### config.mk
export PLATFORM = sky130hd
export DESIGN_NAME = shiftl_seq
export DESIGN_NICKNAME = d
export VERILOG_FILES = /design/src/rtl/alu_pkg.sv /design/src/rtl/mux_2NtoN.sv /design/src/rtl/shiftl_seq.sv
export SDC_FILE = /design/constraint.sdc
export NUM_CORES = 1
export LEC_CHECK = 0
export CAP_MARGIN = 10
export CORE_MARGIN = 5
export CORE_UTILIZATION = 48
export CTS_BUF_LIST = sky130_fd_sc_hd__clkbuf_4
export DETAILED_ROUTE_END_ITERATION = 8
export PLACE_DENSITY_LB_ADDON = 0.12
export SYNTH_ARGS = -nofsm -noshare
export SYNTH_HDL_FRONTEND = slang
export SYNTH_SLANG_ARGS = --single-unit
### constraint.sdc
create_clock -name clk -period 1.6 [get_ports clk]
set_clock_uncertainty 0.05 [all_clocks]
set_input_delay 0.4 -clock clk [delete_from_list [all_inputs] [get_ports clk]]
set_output_delay 0.4 -clock clk [all_outputs]
set_load 0.005 [all_outputs]
### src/rtl/alu_pkg.sv
// Shared ALU types: sequencer state encoding and the common C/N/V/Z flag bundle.
package alu_pkg;

    // Sequential shift-left control states.
    typedef enum logic [1:0] {
        IDLE  = 2'd0,
        SHIFT = 2'd1,
        DONE  = 2'd2
    } shiftl_state_t;

    // Flag set produced by every ALU operation.
    typedef struct packed {
        logic c;
        logic n;
        logic v;
        logic z;
    } alu_flags_t;

    // Flags matching a zero result after reset.
    localparam alu_flags_t FLAGS_RST = 4'b0001;

endpackage

### src/rtl/mux_2NtoN.sv
// Two-way M-bit word multiplexer: sel=1 picks b, sel=0 picks a.
module mux_2NtoN #(
    parameter int unsigned M = 4
) (
    input  logic [M-1:0] a,
    input  logic [M-1:0] b,
    input  logic         sel,
    output logic [M-1:0] y_c
);

    // Pure combinational select.
    assign y_c = sel ? b : a;

endmodule

### src/rtl/shiftl_seq.sv
// Sequential logical shift-left, one bit per clock, with start/done handshake
// and the standard ALU flag set. Out-of-range amounts saturate to M shifts.
module shiftl_seq
    import alu_pkg::*;
#(
    parameter int unsigned M = 4
) (
    input  logic         clk,
    input  logic         rst,
    input  logic         start,
    input  logic [M-1:0] A,
    input  logic [M-1:0] B,
    output logic         busy,
    output logic         done,
    output logic [M-1:0] R,
    output logic         C,
    output logic         N,
    output logic         V,
    output logic         Z
);

    localparam int unsigned CW = $clog2(M + 1);

    shiftl_state_t state_q, state_nxt;
    logic [M-1:0]  work_q, work_nxt;
    logic [CW-1:0] cnt_q, cnt_nxt;
    logic          carry_q, carry_nxt;
    logic          vlat_q, vlat_nxt;
    logic [M-1:0]  r_q, r_nxt;
    alu_flags_t    flags_q, flags_nxt;
    logic          busy_q, busy_nxt;
    logic          done_q, done_nxt;

    logic [M-1:0]  shifted_c;
    logic [M-1:0]  mux_y_c;
    logic          load_c;
    logic          b_big_c;

    // Working value shifted by one, zero fill.
    assign shifted_c = {work_q[M-2:0], 1'b0};

    // Outside SHIFT the mux presents the operand for loading.
    assign load_c = (state_q != SHIFT);

    // Full-width range test; amounts of M or more clear the word.
    assign b_big_c = (B >= M'(M));

    mux_2NtoN #(
        .M (M)
    ) u_mux (
        .a   (shifted_c),
        .b   (A),
        .sel (load_c),
        .y_c (mux_y_c)
    );

    // Next-state, datapath and output computation.
    always_comb begin
        state_nxt = state_q;
        work_nxt  = work_q;
        cnt_nxt   = cnt_q;
        carry_nxt = carry_q;
        vlat_nxt  = vlat_q;
        r_nxt     = r_q;
        flags_nxt = flags_q;
        busy_nxt  = 1'b0;
        done_nxt  = 1'b0;

        case (state_q)
            IDLE, DONE: begin
                state_nxt = IDLE;
                if (start) begin
                    if (B == '0) begin
                        state_nxt   = DONE;
                        done_nxt    = 1'b1;
                        r_nxt       = A;
                        flags_nxt.c = 1'b0;
                        flags_nxt.n = A[M-1];
                        flags_nxt.v = 1'b0;
                        flags_nxt.z = (A == '0);
                    end else begin
                        state_nxt = SHIFT;
                        busy_nxt  = 1'b1;
                        work_nxt  = mux_y_c;
                        cnt_nxt   = b_big_c ? CW'(M) : CW'(B);
                        vlat_nxt  = b_big_c;
                        carry_nxt = 1'b0;
                    end
                end
            end

            SHIFT: begin
                work_nxt  = mux_y_c;
                carry_nxt = work_q[M-1];
                cnt_nxt   = cnt_q - CW'(1);
                if (cnt_q == CW'(1)) begin
                    state_nxt   = DONE;
                    done_nxt    = 1'b1;
                    r_nxt       = mux_y_c;
                    flags_nxt.c = work_q[M-1];
                    flags_nxt.n = mux_y_c[M-1];
                    flags_nxt.v = vlat_q;
                    flags_nxt.z = (mux_y_c == '0);
                end else begin
                    busy_nxt = 1'b1;
                end
            end

            default: begin
                state_nxt = IDLE;
            end
        endcase
    end

    // State and output registers; reset aborts any operation in flight.
    always_ff @(posedge clk or posedge rst) begin
        if (rst) begin
            state_q <= IDLE;
            work_q  <= '0;
            cnt_q   <= '0;
            carry_q <= 1'b0;
            vlat_q  <= 1'b0;
            r_q     <= '0;
            flags_q <= FLAGS_RST;
            busy_q  <= 1'b0;
            done_q  <= 1'b0;
        end else begin
            state_q <= state_nxt;
            work_q  <= work_nxt;
            cnt_q   <= cnt_nxt;
            carry_q <= carry_nxt;
            vlat_q  <= vlat_nxt;
            r_q     <= r_nxt;
            flags_q <= flags_nxt;
            busy_q  <= busy_nxt;
            done_q  <= done_nxt;
        end
    end

    assign busy = busy_q;
    assign done = done_q;
    assign R    = r_q;
    assign C    = flags_q.c;
    assign N    = flags_q.n;
    assign V    = flags_q.v;
    assign Z    = flags_q.z;

endmodule

==> results.cfg, run 1 <==
[global_routing]
grt_pass1_wl_microns = 3260
grt-ovfl-total = 0
grt_start_max_net_pins = 20
antenna_found_initial = 0
grt_pass1_vias = 699
track_usage = 0.164

[synthesis]
ys.flop_type = dfrtp_1
syn_area_sq_um = 906
synthTopCellsByArea = dfrtp_1 50%, mux2i_1 7.7%, o21ai_0 5.5%
yosys.area.top_type = dfrtp_1
syn-num-nets = 101
async_flop_share = 1.00
synth_top_cell_area_share = 0.497
ys_types = 24
seq_area_frac_synth = 0.526
synth_edf_count = 0
netlist_instances = 88
post-synth-top-count-cell = dfrtp_1
synthTopCellsByCount = 18 x dfrtp_1, 12 x nand2_1, 10 x o21ai_0, 7 x mux2i_1
ys_ff_latch = 19
avgSynthCellArea_sq_um = 10.3
ys_warn_count = 0

[placed_design]
dpl.hpwl_microns = 1470
dp.cells = 142
numPortBuffers = 20
placed_cell_area_sq_mm = 0.00123
dp_slack_ps = -426
globalplace.congestion = 0.852

[setup_path]
crit_fanout = 7
crit_path_end_kind = flop
critPathKind = in2reg
arrival_ps = 1670
required_ps = 1730
cp-start-kind = primary input

[sta]
fin_crit_sh = 0.962
setup_viol = 0
maxSlewHeadroom = 0.788
max_freq_mhz = 650
layout_setup_ws_ps = 60.5
tns_ps = 0
hold_viol = 0
worst_pin_slew_ps = 315
finalCriticalPeriod_ps = 1540
drv_slew = 0
holdWs_ps = 369

[floorplanning]
pin_count = 21
fp.dieW_microns = 53.4
core_sq_mm = 0.00176
dieArea_sq_mm = 0.00286
start_util = 0.513
die_height_microns = 53.4
rows = 15

[clock_network]
clk_latency_ps = 290
cts_max_path_buffers = 2
cts-root-buf = clkbuf_4
clock-sinks = 19
numCtsBuffers = 3
postCtsHoldBufs = 0
ctsHtreeMaxLevel = 1
path_clk_slew_ps = 110
tritoncts = done

[power]
p_int_mw = 1.37
p_seq_frac = 0.397
leakagePower_nw = 0.693
swShare = 0.364
peakVddDrop_mv = 1.31
finalPower_mw = 2.15
p_comb_frac = 0.481
p_sw_mw = 0.783
clock_power_share = 0.122
p_per_area_mw_per_mm2 = 1650

[routing]
drtIter0Drc = 13
firstDrtPassIters = 4
via_count = 751
post_drt_wl_per_cell_microns = 13.7
drc = 0
wl_microns = 2050
postRouteAntennaNets = 0
vias_per_cell = 5.04

[min_path]
hold_class = in2async

[finish]
final_layout_size_suffix_gt1_frac = 0.234
area_growth_pct = 43.6
nNetsFinal = 138
nFillCells = 150
final_area_sq_mm = 0.00130
diodes = 0
fin_util = 0.738
fin_cells = 149

[job]
maxCapViolCount = 0

[run_status]
status = complete, no violations
layout make-up:
class	instances	area, sq um	area share
Clock buffer	4	30.0	0.0231
Inverter	6	22.5	0.0173
Multi-Input combinational cell	58	403	0.310
Sequential cell	19	477	0.366
Tap cell	25	31.3	0.0240
Timing Repair Buffer	37	338	0.260
power groups by stage:
stage / combinational [mW] / sequential (mW) / clock, mW
CTS: 1.03 / 0.843 / 0.269
floorplan: 0.565 / 0.842 / 0
finish: 1.03 / 0.854 / 0.261
global placement: 1.01 / 0.842 / 0
global route: 1.16 / 0.889 / 0.290
detailed placement: 1.03 / 0.856 / 0
state kept, by name, indices dropped and copies added (netlist names):
register,cells
work_q,4
Z,1
V,1
R,4
vlat_q,1
busy,1
C,1
cnt_q,3
state_q,2
done,1
what timing repair did:
action	CTS	global route
setup endpoints to repair	16	14
cloned	0	0
buffers inserted	3	0
resized for setup	13	7
pin swaps	0	2
worst paths after layout:
check,slack (ps),from,cells past startpoint,endpoint
min in group clk,420,Z$_DFFE_PP1P_,2,Z$_DFFE_PP1P_
min reg2reg,420,Z$_DFFE_PP1P_,2,Z$_DFFE_PP1P_
max in group asynchronous,870,rst,3,Z$_DFFE_PP1P_
min,370,rst,3,cnt_q[2]$_DFFE_PP0P_
max reg2reg,90,cnt_q[1]$_DFFE_PP0P_,7,R[1]$_DFFE_PP0P_
max,60,start,6,cnt_q[1]$_DFFE_PP0P_
logic make-up after synthesis:
family | after synthesis | synth area share
flops | 19 | 0.526
mux | 7 | 0.0774
fa+ha+maj | 2 | 0.0276
buf+inv | 11 | 0.0525
simple gates | 27 | 0.149
compound gates | 22 | 0.167
metal layers:
layer,share of wire,track usage
met1,0.43,0.226
met2,0.50,0.245
met3,0.048,0.0310
met4,0.022,0.0723
met5,0,0
cell usage in the layout, fill, tap and decap left out, types with 5 or more instances in the layout:
| cell | count |
|---|---|
| dfrtp_1 | 18 |
| buf_4 | 15 |
| nand2_1 | 12 |
| dlygate4sd2_1 | 11 |
| o21ai_0 | 10 |
| mux2i_1 | 7 |
| a21oi_1 | 6 |
| inv_1 | 6 |
| clkdlybuf4s50_1 | 6 |
| nor2_1 | 5 |
worst max-delay path, cell delays in order:
cell and delay (ps):
clkdlybuf4s50_1 490, nor2b_4 190, o41ai_4 100, buf_6 150
a221oi_1 280, a21oi_1 60
No activity file was read; power rests on OpenSTA's default activity.
==> run 2: changes to the inputs <==
--- a/config.mk
+++ b/config.mk
@@ -8,7 +8,8 @@
 export CAP_MARGIN = 10
 export CORE_MARGIN = 5
 export CORE_UTILIZATION = 48
-export CTS_BUF_LIST = sky130_fd_sc_hd__clkbuf_4
+export CTS_BUF_LIST = sky130_fd_sc_hd__clkbuf_4 sky130_fd_sc_hd__clkbuf_8
+export CTS_CLUSTER_DIAMETER = 50
 export DETAILED_ROUTE_END_ITERATION = 8
 export PLACE_DENSITY_LB_ADDON = 0.12
 export SYNTH_ARGS = -nofsm -noshare
==> results of run 2 <==
Final layout, timing and power as in run 1 (identical DEF).
